### src/rtl/uart_pkg.sv
// Shared types and constants for the UART transmit/receive slice.
// Frame states, line levels and the default data width.
package uart_pkg;

  localparam int DEF_DATA_W = 8;

  localparam logic LINE_IDLE = 1'b1;
  localparam logic START_BIT = 1'b0;

  typedef enum logic [2:0] {
    IDLE,
    START,
    DATA,
    PARITY,
    STOP
  } state_t;

endpackage

### src/rtl/uart_tick_edge.sv
// Turns the generator's half-bit square wave into a one-cycle
// bit_end strobe on every second toggle, independent of polarity.
module uart_tick_edge (
  input  logic clk,
  input  logic rst_n,
  input  logic clear,
  input  logic tick_i,
  output logic bit_end
);

  logic tick_q;
  logic phase_q;
  logic toggle;

  assign toggle  = tick_i ^ tick_q;
  assign bit_end = toggle & phase_q & ~clear;

  always_ff @(posedge clk) begin
    if (!rst_n) begin
      tick_q  <= 1'b0;
      phase_q <= 1'b0;
    end else begin
      tick_q <= tick_i;
      if (clear)
        phase_q <= 1'b0;
      else if (toggle)
        phase_q <= ~phase_q;
    end
  end

endmodule

### src/rtl/uart_tx.sv
// UART transmit serializer: start, LSB-first data, optional parity,
// one or two stop bits, paced by the baud generator tick.
module uart_tx
  import uart_pkg::*;
#(
  parameter int DATA_W = DEF_DATA_W
) (
  input  logic              clk,
  input  logic              rst_n,
  input  logic [DATA_W-1:0] tx_data_i,
  input  logic              tx_valid_i,
  output logic              tx_ready_o,
  input  logic              parity_en_i,
  input  logic              parity_odd_i,
  input  logic              stop2_i,
  input  logic              tick_i,
  output logic              baud_en_o,
  output logic              txd_o,
  output logic              busy_o,
  output logic              done_o
);

  localparam int IDX_W = $clog2(DATA_W);
  localparam logic [IDX_W-1:0] LAST_IDX = IDX_W'(DATA_W - 1);

  state_t            state_q, state_d;
  logic [DATA_W-1:0] shreg_q, shreg_d;
  logic [IDX_W-1:0]  idx_q, idx_d;
  logic              stop_q, stop_d;
  logic              par_q, par_d;
  logic              pen_q, pen_d;
  logic              s2_q, s2_d;
  logic              txd_d;
  logic              busy_d;
  logic              done_d;
  logic              bit_end;

  uart_tick_edge u_tick (
    .clk     (clk),
    .rst_n   (rst_n),
    .clear   (state_q == IDLE),
    .tick_i  (tick_i),
    .bit_end (bit_end)
  );

  assign tx_ready_o = (state_q == IDLE);

  always_comb begin
    state_d = state_q;
    shreg_d = shreg_q;
    idx_d   = idx_q;
    stop_d  = stop_q;
    par_d   = par_q;
    pen_d   = pen_q;
    s2_d    = s2_q;
    unique case (state_q)
      IDLE: begin
        if (tx_valid_i) begin
          state_d = START;
          shreg_d = tx_data_i;
          par_d   = ^tx_data_i ^ parity_odd_i;
          pen_d   = parity_en_i;
          s2_d    = stop2_i;
        end
      end
      START: begin
        if (bit_end) begin
          state_d = DATA;
          idx_d   = '0;
        end
      end
      DATA: begin
        if (bit_end) begin
          shreg_d = shreg_q >> 1;
          if (idx_q == LAST_IDX) begin
            state_d = pen_q ? PARITY : STOP;
            stop_d  = 1'b0;
          end else begin
            idx_d = idx_q + 1'b1;
          end
        end
      end
      PARITY: begin
        if (bit_end) begin
          state_d = STOP;
          stop_d  = 1'b0;
        end
      end
      STOP: begin
        if (bit_end) begin
          if (stop_q == s2_q)
            state_d = IDLE;
          else
            stop_d = 1'b1;
        end
      end
      default: state_d = IDLE;
    endcase
  end

  // Line level follows the state being entered so txd_o is a flop.
  always_comb begin
    txd_d = LINE_IDLE;
    unique case (state_d)
      IDLE:    txd_d = LINE_IDLE;
      START:   txd_d = START_BIT;
      DATA:    txd_d = shreg_d[0];
      PARITY:  txd_d = par_d;
      STOP:    txd_d = LINE_IDLE;
      default: txd_d = LINE_IDLE;
    endcase
    busy_d = (state_d != IDLE);
    done_d = (state_q == STOP) && (state_d == IDLE);
  end

  always_ff @(posedge clk) begin
    if (!rst_n) begin
      state_q   <= IDLE;
      shreg_q   <= '0;
      idx_q     <= '0;
      stop_q    <= 1'b0;
      par_q     <= 1'b0;
      pen_q     <= 1'b0;
      s2_q      <= 1'b0;
      txd_o     <= LINE_IDLE;
      baud_en_o <= 1'b0;
      busy_o    <= 1'b0;
      done_o    <= 1'b0;
    end else begin
      state_q   <= state_d;
      shreg_q   <= shreg_d;
      idx_q     <= idx_d;
      stop_q    <= stop_d;
      par_q     <= par_d;
      pen_q     <= pen_d;
      s2_q      <= s2_d;
      txd_o     <= txd_d;
      baud_en_o <= busy_d;
      busy_o    <= busy_d;
      done_o    <= done_d;
    end
  end

endmodule

### config.mk
export PLATFORM = sky130hd
export DESIGN_NAME = uart_tx
export DESIGN_NICKNAME = d
export VERILOG_FILES = /design/src/rtl/uart_pkg.sv /design/src/rtl/uart_tick_edge.sv /design/src/rtl/uart_tx.sv
export SDC_FILE = /design/constraint.sdc
export NUM_CORES = 1
export LEC_CHECK = 0
export CAP_MARGIN = 20
export CELL_PAD_IN_SITES_DETAIL_PLACEMENT = 0
export CELL_PAD_IN_SITES_GLOBAL_PLACEMENT = 1
export CORE_MARGIN = 1
export CORE_UTILIZATION = 38
export DETAILED_ROUTE_END_ITERATION = 10
export PLACE_DENSITY = 0.83
export RECOVER_POWER = 25
export SKIP_CTS_REPAIR_TIMING = 1
export SLEW_MARGIN = 20
export SYNTH_ARGS = -nofsm -noshare
export SYNTH_HDL_FRONTEND = slang
export SYNTH_SLANG_ARGS = --single-unit
### constraint.sdc
create_clock -name clk -period 2.4 [get_ports clk]
set_input_delay 0.36 -clock clk [delete_from_list [all_inputs] [get_ports clk]]
set_output_delay 0.36 -clock clk [all_outputs]
set_load 0.01 [all_outputs]
==> summary.txt, run 1 <==
Status
  • Outcome: completed

Detailed routing
  • DRC Markers: 0
  • Via count: 999
  • 1st-iter DRT viols: 35
  • Drt pass-1 iters: 4
  • Antenna viol nets, final: 0
  • Post-Route WL: approximately 2500 microns
  • Routed len/inst: ~13 microns
  • Drt via density: roughly 5.1

Place
  • Cells after DPL: about 190
  • Port bufs: 19
  • Final RePlAce weighted congestion: 0.838
  • DP Area: roughly 1500 sq um
  • Pre-CTS setup slack: 0.0946 ns
  • Detail Placement HPWL: around 2000 microns

Floorplan
  • Standard-cell rows: 20
  • Starting Density: roughly 40%
  • Die Ht: just under 60 microns
  • Io pins: 20
  • Die ar.: around 3500 sq um
  • Die Width: 59.3 microns
  • Core area: 3080 sq um

Timing
  • Tcrit/Tclk final: 84.0%
  • Max-slew violation count: 0
  • Fin. Hold Viols: 0
  • Hold_ws: between 0.4 and 0.5 ns
  • Worst-Margin Slew: around 0.75 ns
  • Max Clk Rate: between 400 and 500 MHz
  • Headroom to the max-slew limit: between 50% and 60%
  • RSZ-0062 raised after global routing: false
  • Fin crit period: slightly above 2 ns
  • Setup-failing EPs final: 0
  • Setup tns final: 0 ns
  • Clk_skew: slightly above 0.005 ns
  • Worst Slack Setup Final: about 0.38 ns

Worst setup path
  • CP top delay family: compound AO/OA/AOI/OAI gates
  • Setup CP Type: flop to flop
  • Worst-path fanout max: 3
  • Cell mode on critical path: ha_1
  • Crit path buffers/inverters: 0
  • Critical path launch point type: flop
  • Worst Setup End Kind: flop
  • CP max stage cell: nor4b_2
  • Crit path cell chain: ha_1 > ha_1 > and4_1 > a221oi_1 > a211oi_1 > nor4b_2 > a211oi_2
  • CP Data Required Time: 2.60 ns
  • CP arrival: between 2 and 2.5 ns
  • CP max stage delay: around 0.36 ns

Power
  • P_sw: between 0.3 and 0.4 mW
  • Total power: between 1 and 1.5 mW
  • VDD IR max: just under 0.4 mV
  • Clock power share: between 10% and 20%
  • Part of the power in combinational logic: a little over a third
  • Int Pwr: between 0.6 and 0.7 mW
  • LEAKAGE: between 0.5 and 0.6 nW
  • Switching share of power: 32.6%
  • Sequential power share: between 40 and 50%
  • PwrDens: between 600 and 700 nW/um^2

Finish
  • Area delta synth->final: 19.4%
  • Seq. cell area: approximately 460 sq um
  • N_diodes: 0
  • Design Area, Final: approximately 1500 sq um
  • Layout Nets: 169
  • Core Util, Final: slightly below 50%
  • Multi-input gate area: 709 sq um
  • Non-filler cells, final: 195
  • Fill cells: 308
  • Share of cells above drive strength 1: 11.9%

CTS
  • Clock transition at the registers of the reported paths: between 0.1 and 0.15 ns
  • Latest clock arrival within the worst-skew pair: about 0.31 ns
  • Number of CTS-inserted buffers: 3
  • TritonCTS sink count: 23
  • Root Driver: clkbuf_4
  • # H-tree levels: 1
  • CTS tree: yes
  • Worst-case clock buffer depth: 2

Logic synthesis
  • Post-synthesis cell count: 132
  • Post-Syn Nets: roughly 150
  • Synthesized cell area: between 1000 and 1500 sq um
  • Ys Warns: 0
  • EDFF count, synth: 0
  • Post-synthesis sequential area ratio: 36.9%
  • Syn_area_per_cell: 9.44 sq um
  • Post-synth cell types: 46
  • Ys async rst share: 0%
  • Seq cells post-synth: 23
  • Synth Flop Type: dfxtp_1

Global routing
  • First-pass GRT wire length: between 4000 and 5000 microns
  • GRT Residual Overflow: 0
  • All-layer global routing usage: around 17%
  • Pin count of the biggest net entering global routing: 22
  • Vias in the first global route: ~1000
  • Initial antenna violation count: 0

Job
  • Max cap viols: 0

Worst hold path
  • Class of the worst hold path: flop to flop
[kinds of logic after synthesis]
group | synth area share [%]
simple gates | 24.1
buf+inv | 6.12
xor+xnor | 8.13
flops | 36.9
mux | 2.51
compound gates | 20.2
fa+ha+maj | 2.01
[cell type report]
cell class                      instances  share of cell area [%]
Inverter                                5                    1.26
Sequential cell                        23                    31.0
Clock inverter                          1                   0.336
Multi-Input combinational cell         96                    47.7
Clock buffer                            3                    1.51
Timing Repair Buffer                   23                    14.6
Tap cell                               44                    3.70
[sequential cells by signal, summed over array words and instances (netlist names)]
register        cells
u_tick.tick_q       1
txd_o               1
idx_q               3
busy_o              1
s2_q                1
shreg_q             8
par_q               1
done_o              1
stop_q              1
u_tick.phase_q      1
pen_q               1
state_q             3
[path summary, 6_finish.rpt]
kind,from,endpoint,slack [ns],cells after the start
setup / recovery,idx_q[0],txd_o,0.38,7
hold / removal,idx_q[2],idx_q[2],0.46,2
setup reg to reg,idx_q[0],txd_o,0.38,7
hold reg to reg,idx_q[2],idx_q[2],0.46,2
[placed cells by master (no fill, tap or decap), types with 2 or more instances in the layout]
master / synthesis / routed
inv_1: 5 / 5
xnor2_1: 6 / 6
a21boi_0: 10 / 10
buf_4: 3 / 3
mux2i_1: 2 / 2
clkdlybuf4s50_1: 0 / 15
a21boi_1: 2 / 2
dlygate4sd3_1: 0 / 4
a22oi_1: 7 / 7
xor2_1: 3 / 3
and2_2: 2 / 2
dfxtp_1: 23 / 23
and2_1: 3 / 3
nand2_1: 17 / 17
clkbuf_4: 0 / 3
nor2b_1: 3 / 3
nor3_1: 4 / 4
a211o_1: 2 / 2
nor2_1: 6 / 6
nor4b_2: 2 / 2
ha_1: 2 / 2
[layer usage]
layer	up-vias	global-route usage [%]	wire [microns]
met3	0	1.97	51
met5	-	0	0
met1	480	21.7	1210
li1	505	-	-
met4	0	7.14	0
met2	14	27.9	1280
[worst min-delay path, stage by stage, from the launching register on]
cell	delay (ns)
dfxtp_1	0.33
nand2_1	0.05
a21boi_1	0.05
[power groups by stage]
stage | Sequential [mW] | Combinational [mW] | Clock, mW
after global placement | 0.487 | 0.362 | 0
after floorplan | 0.469 | 0.278 | 0
after detailed placement | 0.486 | 0.372 | 0
after CTS | 0.479 | 0.374 | 0.185
after global routing | 0.488 | 0.404 | 0.206
final | 0.480 | 0.364 | 0.178
[synthesized netlist by cell type (2+ instances only)]
master,n,area [sq um]
a211o_1,2,17.5
a21boi_0,10,75.1
a21boi_1,2,15.0
a22oi_1,7,52.6
and2_1,3,18.8
and2_2,2,15.0
buf_4,3,22.5
buf_6,2,22.5
clkbuf_1,2,7.51
dfxtp_1,23,460
ha_1,2,25.0
inv_1,5,18.8
mux2i_1,2,20.0
nand2_1,17,63.8
nor2_1,6,22.5
nor2b_1,3,18.8
nor3_1,4,20.0
nor4b_2,2,30.0
xnor2_1,6,52.6
xor2_1,3,26.3
Power figures use the tool's default switching activity.
==> run 2, diff against run 1 <==
- clock period: 2.4 -> 1.95 ns (I/O delays scaled with it)
==> summary.txt, run 2 (synthesized netlist as in run 1, its figures left out) <==
Power
  • PwrDens: 826 nW/um^2
  • LEAKAGE: 0.591 nW
  • P_sw: around 0.42 mW
  • Sequential power share: a little under half
  • Part of the power in combinational logic: a little under two fifths
  • Clock power share: 17.0%
  • Switching share of power: between 30% and 40%
  • Total power: ~1.3 mW
  • VDD IR max: about 0.36 mV
  • Int Pwr: a little under 0.9 mW

Worst setup path
  • Setup CP Type: flop to output port
  • CP arrival: 1.57 ns
  • Worst-path fanout max: 10
  • CP Data Required Time: approximately 1.7 ns
  • Critical path launch point type: flop
  • Worst Setup End Kind: output port

Global routing
  • All-layer global routing usage: about 16%
  • Initial antenna violation count: 0
  • Pin count of the biggest net entering global routing: 22
  • First-pass GRT wire length: about 4200 microns
  • GRT Residual Overflow: 0
  • Vias in the first global route: 981

Detailed routing
  • Drt via density: roughly 5
  • Via count: approximately 1000
  • Drt pass-1 iters: 4
  • DRC Markers: 0
  • Antenna viol nets, final: 0
  • Routed len/inst: 12.6 microns
  • 1st-iter DRT viols: 17
  • Post-Route WL: approximately 2600 microns

Timing
  • Setup-failing EPs final: 0
  • Clk_skew: approximately 0.002 ns
  • Tcrit/Tclk final: 95.4%
  • RSZ-0062 raised after global routing: false
  • Fin. Hold Viols: 0
  • Fin crit period: around 1.9 ns
  • Hold_ws: about 0.48 ns
  • Max-slew violation count: 0
  • Headroom to the max-slew limit: between 40% and 50%
  • Max Clk Rate: between 500 and 600 MHz
  • Worst-Margin Slew: 0.770 ns

Floorplan
  • Die Ht: between 50 and 60 microns
  • Die ar.: 3510 sq um
  • Io pins: 20
  • Core area: between 3000 and 4000 sq um
  • Starting Density: 40.5%
  • Standard-cell rows: 20
  • Die Width: just under 60 microns

Status
  • Outcome: completed

Finish
  • Leading cell types in the layout, fill and taps excluded: dfxtp_1, nand2_1, clkdlybuf4s50_1, buf_4, a21boi_0
  • Layout Nets: approximately 180
  • Largest Register: shreg_q
  • Area delta synth->final: 26.4%
  • Commonest non-fill, non-tap cell in the layout: dfxtp_1
  • Share of cells above drive strength 1: approximately a fifth
  • N_diodes: 0
  • Top Registers: shreg_q: 8 flops, idx_q: 3 flops, state_q: 3 flops
  • Max FFs per register: 8
  • Core Util, Final: around half
  • Fill cells: 305

CTS
  • Latest clock arrival within the worst-skew pair: 0.31 ns
  • # H-tree levels: 1
  • Number of CTS-inserted buffers: 3
  • CTS tree: yes
  • Worst-case clock buffer depth: 2
  • TritonCTS sink count: 23
  • Root Driver: clkbuf_4
  • Clock transition at the registers of the reported paths: about 0.12 ns

Worst hold path
  • Class of the worst hold path: flop to flop

Job
  • Max cap viols: 0

Place
  • Port bufs: 19
  • Detail Placement HPWL: 1990 microns
  • Final RePlAce weighted congestion: 0.899
## run 2: per-stage QoR
stage,setup TNS (ns),instance area [sq um],instances,worst slack (ns)
final,0,1580,203,0.0899
after global routing,0,1580,203,0.00351
after CTS,-0.274,1550,203,-0.110
after detailed placement,-0.827,1520,199,-0.202
after global placement,-0.547,1520,199,-0.154
after floorplan,0,1250,132,0.165
## run 2: cell type report
type | instances | area, sq um | area share [%]
well taps | 44 | 55.1 | 3.49
multi-input cells | 96 | 736 | 46.7
inverters | 5 | 18.8 | 1.19
clock buffers | 4 | 26.3 | 1.67
flip-flops and latches | 23 | 463 | 29.4
repair buffers | 31 | 277 | 17.6
## run 2: power groups by stage
stage	clock network [mW]	logic [mW]	registers, mW
finish	0.221	0.483	0.597
global route	0.252	0.527	0.607
CTS	0.230	0.477	0.591
detailed placement	0	0.475	0.601
global placement	0	0.466	0.599
floorplan	0	0.342	0.577
## run 2: path summary, 6_finish.rpt
kind	cells past startpoint	to	slack [ns]	startpoint
worst max register to register	5	busy_o	0.10	state_q[2]
worst min register to register	2	idx_q[2]	0.48	idx_q[2]
worst max-delay path	2	tx_ready_o	0.09	state_q[1]
worst min-delay path	2	idx_q[2]	0.48	idx_q[2]
## run 2: layer usage
metal / routed length (microns) / track usage, %
met5: 0 / 0
met3: 54 / 2.40
met4: 51 / 8.16
met1: 1230 / 20.2
met2: 1220 / 25.4
## run 2: critical path: stages, from the launching register on
cell             delay, ns
dfxtp_1               0.44
nor3_2                0.25
clkdlybuf4s50_1       0.57
